$ cat src/rtl/beam_scheduler_pkg.sv
// Shared defaults and the frame sequencer state encoding for the delay-and-sum beamformer.
package beam_scheduler_pkg;

   localparam int NUM_CHANNELS_DEF   = 8;
   localparam int NUMBER_OF_BITS_DEF = 8;
   localparam int BUFFER_SIZE_DEF    = 16;

   typedef enum logic [1:0] {
      IDLE = 2'd0,
      SCAN = 2'd1,
      DONE = 2'd2
   } scan_state_e;

endpackage

$ cat src/rtl/beam_delay_regs.sv
// Double-buffered per-channel delay registers: serial shadow loading, deferred commit,
// and a saturating shadow-to-active copy taken only at a frame start.
module beam_delay_regs #(
   parameter int NUM_CHANNELS = 8,
   parameter int BUFFER_SIZE  = 16
) (
   input  logic                              clk,
   input  logic                              rst_n,
   input  logic [$clog2(NUM_CHANNELS)-1:0]   cfg_sel,
   input  logic                              cfg_bit,
   input  logic                              cfg_shift,
   input  logic                              cfg_commit,
   input  logic                              frame_start_i,
   input  logic [$clog2(NUM_CHANNELS)-1:0]   rd_chan_i,
   output logic [$clog2(BUFFER_SIZE):0]      rd_delay_o
);

   localparam int IDX_W = $clog2(BUFFER_SIZE) + 1;
   localparam logic [IDX_W-1:0] MAX_DELAY = IDX_W'(BUFFER_SIZE - 1);

   logic [IDX_W-1:0] shadow_q [NUM_CHANNELS];
   logic [IDX_W-1:0] shadow_d [NUM_CHANNELS];
   logic [IDX_W-1:0] active_q [NUM_CHANNELS];
   logic [IDX_W-1:0] active_d [NUM_CHANNELS];
   logic             pending_q;
   logic             pending_d;

   // The copy reads shadow_q, so a shift on the same edge lands after the snapshot.
   always_comb begin
      shadow_d  = shadow_q;
      active_d  = active_q;
      pending_d = pending_q | cfg_commit;
      for (int c = 0; c < NUM_CHANNELS; c++) begin
         if (cfg_shift && (int'(cfg_sel) == c)) begin
            shadow_d[c] = {shadow_q[c][IDX_W-2:0], cfg_bit};
         end
      end
      if (frame_start_i && (pending_q || cfg_commit)) begin
         for (int c = 0; c < NUM_CHANNELS; c++) begin
            active_d[c] = (shadow_q[c] > MAX_DELAY) ? MAX_DELAY : shadow_q[c];
         end
         pending_d = 1'b0;
      end
   end

   always_ff @(posedge clk or negedge rst_n) begin
      if (!rst_n) begin
         for (int c = 0; c < NUM_CHANNELS; c++) begin
            shadow_q[c] <= '0;
            active_q[c] <= '0;
         end
         pending_q <= 1'b0;
      end else begin
         shadow_q  <= shadow_d;
         active_q  <= active_d;
         pending_q <= pending_d;
      end
   end

   assign rd_delay_o = active_q[rd_chan_i];

endmodule

$ cat src/rtl/beam_scheduler.sv
// Frame sequencer: on each frame strobe, scans every channel buffer at its programmed
// delay, one channel per cycle, and sums the signed samples into one beam sample.
module beam_scheduler
   import beam_scheduler_pkg::*;
#(
   parameter int NUM_CHANNELS   = NUM_CHANNELS_DEF,
   parameter int NUMBER_OF_BITS = NUMBER_OF_BITS_DEF,
   parameter int BUFFER_SIZE    = BUFFER_SIZE_DEF
) (
   input  logic                                                 clk,
   input  logic                                                 rst_n,
   input  logic                                                 frame_strobe,
   input  logic        [$clog2(NUM_CHANNELS)-1:0]               cfg_sel,
   input  logic                                                 cfg_bit,
   input  logic                                                 cfg_shift,
   input  logic                                                 cfg_commit,
   output logic        [$clog2(NUM_CHANNELS)-1:0]               rd_chan,
   output logic        [$clog2(BUFFER_SIZE):0]                  rd_index,
   input  logic        [NUMBER_OF_BITS-1:0]                     rd_data,
   output logic signed [NUMBER_OF_BITS+$clog2(NUM_CHANNELS)-1:0] beam_out,
   output logic                                                 beam_valid,
   output logic                                                 busy,
   output logic                                                 overrun
);

   localparam int SEL_W = $clog2(NUM_CHANNELS);
   localparam int IDX_W = $clog2(BUFFER_SIZE) + 1;
   localparam int ACC_W = NUMBER_OF_BITS + SEL_W;
   localparam logic [SEL_W-1:0] LAST_CHAN = SEL_W'(NUM_CHANNELS - 1);

   scan_state_e      state_q, state_d;
   logic [SEL_W-1:0] chan_q, chan_d;
   logic [ACC_W-1:0] acc_q, acc_d;
   logic [ACC_W-1:0] beam_q, beam_d;
   logic             valid_q, valid_d;
   logic             busy_q, busy_d;
   logic             overrun_q, overrun_d;
   logic             frame_start;
   logic [IDX_W-1:0] active_delay;
   logic [ACC_W-1:0] sample_ext;

   beam_delay_regs #(
      .NUM_CHANNELS (NUM_CHANNELS),
      .BUFFER_SIZE  (BUFFER_SIZE)
   ) u_delay_regs (
      .clk           (clk),
      .rst_n         (rst_n),
      .cfg_sel       (cfg_sel),
      .cfg_bit       (cfg_bit),
      .cfg_shift     (cfg_shift),
      .cfg_commit    (cfg_commit),
      .frame_start_i (frame_start),
      .rd_chan_i     (chan_q),
      .rd_delay_o    (active_delay)
   );

   // Accumulator is wide enough that the sum of all channels can never overflow.
   assign sample_ext = {{SEL_W{rd_data[NUMBER_OF_BITS-1]}}, rd_data};

   always_comb begin
      state_d     = state_q;
      chan_d      = chan_q;
      acc_d       = acc_q;
      beam_d      = beam_q;
      valid_d     = 1'b0;
      overrun_d   = 1'b0;
      frame_start = 1'b0;
      rd_chan     = '0;
      rd_index    = '0;
      case (state_q)
         IDLE, DONE: begin
            if (frame_strobe) begin
               frame_start = 1'b1;
               chan_d      = '0;
               acc_d       = '0;
               state_d     = SCAN;
            end else begin
               state_d     = IDLE;
            end
         end
         SCAN: begin
            rd_chan   = chan_q;
            rd_index  = active_delay;
            acc_d     = acc_q + sample_ext;
            chan_d    = chan_q + 1'b1;
            overrun_d = frame_strobe;
            if (chan_q == LAST_CHAN) begin
               beam_d  = acc_q + sample_ext;
               valid_d = 1'b1;
               state_d = DONE;
            end
         end
         default: state_d = IDLE;
      endcase
      busy_d = (state_d == SCAN);
   end

   always_ff @(posedge clk or negedge rst_n) begin
      if (!rst_n) begin
         state_q   <= IDLE;
         chan_q    <= '0;
         acc_q     <= '0;
         beam_q    <= '0;
         valid_q   <= 1'b0;
         busy_q    <= 1'b0;
         overrun_q <= 1'b0;
      end else begin
         state_q   <= state_d;
         chan_q    <= chan_d;
         acc_q     <= acc_d;
         beam_q    <= beam_d;
         valid_q   <= valid_d;
         busy_q    <= busy_d;
         overrun_q <= overrun_d;
      end
   end

   assign beam_out   = beam_q;
   assign beam_valid = valid_q;
   assign busy       = busy_q;
   assign overrun    = overrun_q;

endmodule

$ cat config.mk
export PLATFORM = sky130hd
export DESIGN_NAME = beam_scheduler
export DESIGN_NICKNAME = d
export VERILOG_FILES = /design/src/rtl/beam_scheduler_pkg.sv /design/src/rtl/beam_delay_regs.sv /design/src/rtl/beam_scheduler.sv
export SDC_FILE = /design/constraint.sdc
export NUM_CORES = 1
export LEC_CHECK = 0
export BUFFER_PORTS_ARGS = -buffer_cell sky130_fd_sc_hd__buf_2
export CAP_MARGIN = 30
export CORE_MARGIN = 3
export CORE_UTILIZATION = 60
export DETAILED_ROUTE_END_ITERATION = 16
export MAX_ROUTING_LAYER = met4
export PLACE_DENSITY = 0.8
export RECOVER_POWER = 100
export SLEW_MARGIN = 10
export SYNTH_ARGS = -nofsm -noshare
export SYNTH_HDL_FRONTEND = slang
export SYNTH_SLANG_ARGS = --single-unit
$ cat constraint.sdc
create_clock -name clk -period 3.45 [get_ports clk]
set_input_delay 0.69 -clock clk [delete_from_list [all_inputs] [get_ports clk]]
set_output_delay 0.69 -clock clk [all_outputs]
set_load 0.02 [all_outputs]
Yosys cells after proc, flatten, opt, wreduce, memory -nomap -nowiden
Cells that the tools add are included.
{"block": "classes", "order_cmp": 9, "n_reduce_logical": 16, "eq_ne": 12, "n_bitwise": 2, "mux": 26, "n_addsub": 2}
{"op": "5-bit 2-to-1 mux", "n": 11}
{"op": "5-bit by 4-bit greater-than comparator with 1-bit output (second input constant)", "n": 8}
{"op": "11-bit one-hot mux with 2 select lines", "n": 1}
{"op": "5-bit binary-select mux with 3-bit select", "n": 1}
{"op": "3-bit == test (second input constant)", "n": 5}
{"op": "11-bit adder", "n": 1}
{"op": "11-bit 2-to-1 mux", "n": 1}
{"op": "1-bit logical AND", "n": 9}
{"op": "1-bit 2-to-1 mux", "n": 7}
{"op": "3-bit by 2-bit == test with 1-bit output (second input constant)", "n": 2}
{"op": "3-bit 2-to-1 mux", "n": 2}
{"op": "3-bit one-hot mux with 2 select lines", "n": 1}
{"op": "2-bit by 1-bit == test with 1-bit output (second input constant)", "n": 2}
{"op": "4-bit greater-or-equal comparator (second input constant)", "n": 1}
{"op": "3-bit inverter with 4-bit output", "n": 1}
{"op": "2-bit one-hot mux with 2 select lines", "n": 1}
{"op": "2-bit AND reduction", "n": 2}
{"op": "3-bit by 1-bit adder with 3-bit output (second input constant)", "n": 1}
{"op": "3-bit by 1-bit == test with 1-bit output (second input constant)", "n": 1}
{"op": "3-bit logical NOT", "n": 1}
{"op": "2-bit == test (second input constant)", "n": 1}
{"op": "2-bit logical NOT", "n": 1}
{"op": "2-bit 2-to-1 mux", "n": 1}
{"op": "2-bit inequality test (second input constant)", "n": 1}
{"op": "4 further kinds", "n": 4}
{"block": "word_totals", "reg_bits": 111, "inputBits": 17, "word_cells": 91}

Logic depth before layout (Yosys ltp)
{"block": "logic_depth", "depth_word": 5, "ltp_mapped": 9}

Modules after synthesis
Synthesis repeated with hierarchy kept, for this count alone.
{"block": "unflattened", "cells_unflattened": 422, "area_unflattened_um2": 5192.5}
{"module": "beam_delay_regs", "seq_area_each_um2": 2026.9, "n_inst": 1, "cells_per_inst": 258, "area_per_inst_um2": 3552.2}
{"module": "beam_scheduler", "seq_area_each_um2": 750.7, "n_inst": 1, "cells_per_inst": 164, "area_per_inst_um2": 1640.3}

Worst setup path after synthesis
Ideal clock, no wire load.
{"block": "synth_path", "path_kind": "input to register", "startpoint": "in rd_data[0]", "endpoint": "reg beam_q[10] (netlist: beam_out[10])", "arrival_ns": 2.391, "setup_ns": 0.125, "slack_ns": 0.934, "n_path_buf": 0, "path_stages": 9, "path_cell_list": "ha_1 > inv_1 > fa_1 > nor2b_4 > o31a_1 > o31a_1 > nor2_1 > xnor3_1 > mux2_4"}
{"block": "synth_via", "elab_chain_len": 1}
{"element": "from (decl)", "line_no": "beam_scheduler.sv:19", "rtl": "input logic [NUMBER_OF_BITS-1:0] rd_data,"}
{"element": "11-bit adder", "line_no": "beam_scheduler.sv:88", "rtl": "beam_d = acc_q + sample_ext;"}
{"element": "to (signal assigned)", "line_no": "beam_scheduler.sv:111", "rtl": "beam_q <= beam_d;"}
{"element": "to (decl)", "line_no": "beam_scheduler.sv:34", "rtl": "logic [ACC_W-1:0] beam_q, beam_d;"}
Every way passes these cells.
A chain may end at the register's enable or synchronous reset.

Worst setup path after layout
{"block": "layout_path", "startpoint": "reg chan_q[0]", "endpoint": "out rd_index[3]"}
{"block": "layout_via", "elab_chain_len": 5}
{"element": "from (decl)", "line_no": "beam_scheduler.sv:32", "rtl": "logic [SEL_W-1:0] chan_q, chan_d;"}
{"element": "from (signal assigned)", "line_no": "beam_scheduler.sv:109", "rtl": "chan_q <= chan_d;"}
{"element": "3-bit inverter with 4-bit output (not written as such)", "line_no": "beam_delay_regs.sv:60", "rtl": "assign rd_delay_o = active_q[rd_chan_i];"}
{"element": "5-bit binary-select mux with 3-bit select", "line_no": "beam_delay_regs.sv:60"}
{"element": "5-bit 2-to-1 mux (not written as such) (2 in a row)", "line_no": "beam_delay_regs.sv:60"}
{"element": "5-bit 2-to-1 mux", "line_no": "beam_scheduler.sv:70", "rtl": "case (state_q)"}
{"element": "to (decl)", "line_no": "beam_scheduler.sv:18", "rtl": "output logic [$clog2(BUFFER_SIZE):0] rd_index,"}
Every way passes these cells. The select of a mux whose other input is x is not followed.

==> Flow_metrics.wiki <==
{| class="wikitable"
! Metric !! Value
|-
| Total Neg Setup Slack || 0 ps
|-
| Primary FF master, synth || dfrtp_1
|-
| Post-CTS setup buffers || 0
|-
| Hold Path Depth || 2
|-
| Share of synthesized registers carrying an async set or reset || 1.000
|-
| Type of the worst setup path || reg -> out
|-
| Hold buffer count at CTS || 0
|-
| Total number of yosys warnings || 0
|-
| Wire length reported by the detailed router || 9003 um
|-
| Final-report max-slew violation count || 0
|-
| Final setup violation count || 0
|-
| I/O Pins || 39
|-
| Skew-Pair Late Insertion Delay || 360 ps
|-
| Via count of the first global-routing pass || 3274
|-
| Pre-CTS worst setup slack || 705.9 ps
|-
| Final critical-path setup slack || 504.6 ps
|-
| Transition time at the pin with the least slew margin || 1299 ps
|-
| Number of gates resized after CTS || 0
|-
| Number of enable flip-flop cells after synthesis || 0
|-
| Core Footprint || 7888 um^2
|-
| RSZ-0062 raised after global routing || false
|-
| Worst Reg2Reg Path Length in Cells || 5
|-
| Origin of the critical flop-to-flop path || chan_q[0]
|-
| # clock sinks || 111
|-
| Most frequent cells after synthesis || dfrtp_1, nand2_1, nor2_1
|-
| Number of search-and-repair iterations in the first detailed-routing pass || 4
|-
| Hold Violations, Final || 0
|-
| Leakage power || 2.487 nW
|-
| Path type of the worst min-delay path || reg -> reg
|-
| Initial Util || 0.6306
|-
| Cells taking the most area after synthesis || dfrtp_1, mux2_2, mux4_2
|-
| Data required, critical path || 2760 ps
|-
| DIE AREA || 9418 um^2
|-
| Clock root cell || clkbuf_8
|-
| Launch point of the worst hold path || beam_out[3]
|-
| Input/output buffers || 38
|-
| Count of H-tree levels built during CTS || 3
|-
| Final Critical Period || 2945 ps
|-
| Maximum operating frequency || 339.5 MHz
|-
| Share of the synthesized area in the top cell type || 0.5585
|-
| Final clock skew || 13.64 ps
|-
| Post-synthesis sequential element count || 111
|-
| Critical Path Slowest Stage Cell || dfrtp_1
|-
| Post-route fraction of the period consumed by the critical path || 0.8537
|-
| Post-layout nets || 488
|-
| Number of inserted filler cells in the final layout || 614
|-
| Average via count per standard cell || 5.665
|-
| VDD IR max || 0.3933 mV
|-
| DRC violation count after routing || 0
|-
| Count of nets left with antenna violations after detail routing || 0
|-
| Fraction of layout cells with a size suffix above 1 || 0.1728
|-
| Unique masters post-synth || 48
|-
| Status || completed
|-
| Mapped Cells || 419
|-
| Net count after synthesis || 449
|-
| Clock tree from TritonCTS || yes
|-
| Relative slew margins || 0.1342
|-
| Average detailed-routed wire length per instance || 15.93 um
|-
| Crit path arrival time || 2260 ps
|-
| Count of routing violations after the opening detailed-route iteration || 74
|-
| Reg clk slew, reported paths || 110 ps
|-
| Beginning of the critical path || chan_q[0]
|-
| HPWL reported at the end of detailed placement || 6488 um
|-
| Largest net degree at the start of global routing || 73
|-
| Total global routing track utilization || 0.2127
|-
| Worst Hold Slack || 485.1 ps
|-
| Max stage delay on crit path || 850 ps
|-
| Part of the Yosys area used for sequential elements || 0.5585
|-
| Average size of a mapped cell || 11.87 um^2
|-
| Cell area power density || 886.7 nW/um^2
|-
| Worst Setup Start Kind || register
|-
| Antenna violations before repair || 0
|-
| Overflow left after global routing || 0
|-
| Routability-driven placement congestion ratio || 0.8523
|-
| Cell type with the largest total area after synthesis || dfrtp_1
|-
| Synth Cell Area || 4974 um^2
|-
| Antenna cell count || 0
|-
| Total vias in the final route || 3201
|-
| Height of the chip || 97.05 um
|-
| Total number of placement rows || 32
|-
| Highest fanout seen on the critical path || 14
|-
| Count leader, synth || dfrtp_1
|-
| Synth-to-layout area growth || 8.654%
|-
| Inserted Clock Buffers || 9
|-
| Critical path cell sequence || mux4_2 > mux2i_1 > nor2_1 > clkbuf_1
|-
| Chip Width || 97.05 um
|-
| Number of violations of the max-capacitance limit || 0
|-
| Worst Setup End Kind || primary output
|-
| Number of buffers between clock root and the deepest sink || 2
|-
| Wire length of the first global-routing pass || 15840 um
|}
-- sequential cells by signal, summed over array words and instances (netlist names) --
signal / flops
u_delay_regs.active_q: 40
u_delay_regs.shadow_q: 40
acc_q: 11
beam_out: 11
chan_q: 3
state_q: 2
beam_valid: 1
busy: 1
overrun: 1
u_delay_regs.pending_q: 1
-- report_power, final --
part           switching, mW  internal, mW
clock                  0.450         0.278
sequential             0.396          1.81
combinational           1.02         0.842
total                   1.86          2.93
-- cells by family (layout without fill, tap and decap cells) --
family / count (synthesis) / after routing / synth area share
AO/OA/AOI/OAI: 81 / 81 / 0.1014
multiplexers: 61 / 61 / 0.1600
adder cells (fa/ha/maj): 13 / 13 / 0.03421
buffers and inverters: 20 / 64 / 0.01534
flip-flops: 111 / 111 / 0.5585
XOR/XNOR: 6 / 6 / 0.01333
AND/OR/NAND/NOR: 127 / 127 / 0.1172
-- worst paths after layout --
check | endpoint | slack [ps]
max in group asynchronous | u_delay_regs.active_q[1] | 1210
worst min register to register | beam_out[3] | 490
worst max register to register | beam_out[6] | 970
worst max-delay path | rd_index[3] | 500
worst min-delay path | beam_out[3] | 490
min in group asynchronous | u_delay_regs.shadow_q[39] | 600
-- metrics by stage --
| stage | utilization | cell area [um^2] | cells | power [mW] |
|---|---|---|---|---|
| final | 0.6851 | 5404 | 565 | 4.792 |
| after detailed placement | 0.6716 | 5298 | 549 | 4.182 |
| after global placement | 0.6716 | 5298 | 549 | 4.084 |
| after CTS | 0.6957 | 5488 | 565 | 4.913 |
| after global routing | 0.6851 | 5404 | 565 | 5.177 |
| after floorplan | - | 4974 | 419 | 3.603 |
-- routing by layer --
layer  wire [um]  global-route usage  vias up
met4         156             0.05832        0
met3         304             0.04037       16
met2        4344              0.3418       50
met5           0                   -        -
li1            -                   -     1557
met1        4198              0.2809     1578
-- cell type report --
class / count / area, um^2 / area share
tap: 102 / 127.6 / 0.02362
clock inverter: 7 / 66.31 / 0.01227
inverter: 5 / 18.77 / 0.003473
multi-input combinational: 288 / 2106 / 0.3897
sequential: 111 / 2778 / 0.5140
clock buffer: 9 / 123.9 / 0.02292
timing repair buffer: 43 / 183.9 / 0.03404
-- layout by cell type, fill, tap and decap left out, types with 4 or more instances in the layout --
cell type / count
a21oi_1: 7
a22o_1: 8
and2_0: 8
and2_1: 5
buf_2: 15
clkbuf_1: 25
clkbuf_8: 9
dfrtp_1: 111
ha_1: 12
inv_1: 5
mux2_1: 13
mux2_2: 32
mux2i_1: 6
mux4_2: 10
nand2_1: 48
nor2_1: 46
nor3_1: 4
o21ai_0: 44
-- critical path: cells and delay by family, from the launching register on --
kind | cells | cell delay [ps]
simple gates | 1 | 80
buf+inv | 1 | 200
flops | 1 | 850
mux | 2 | 740
Power figures use the tool's default switching activity.
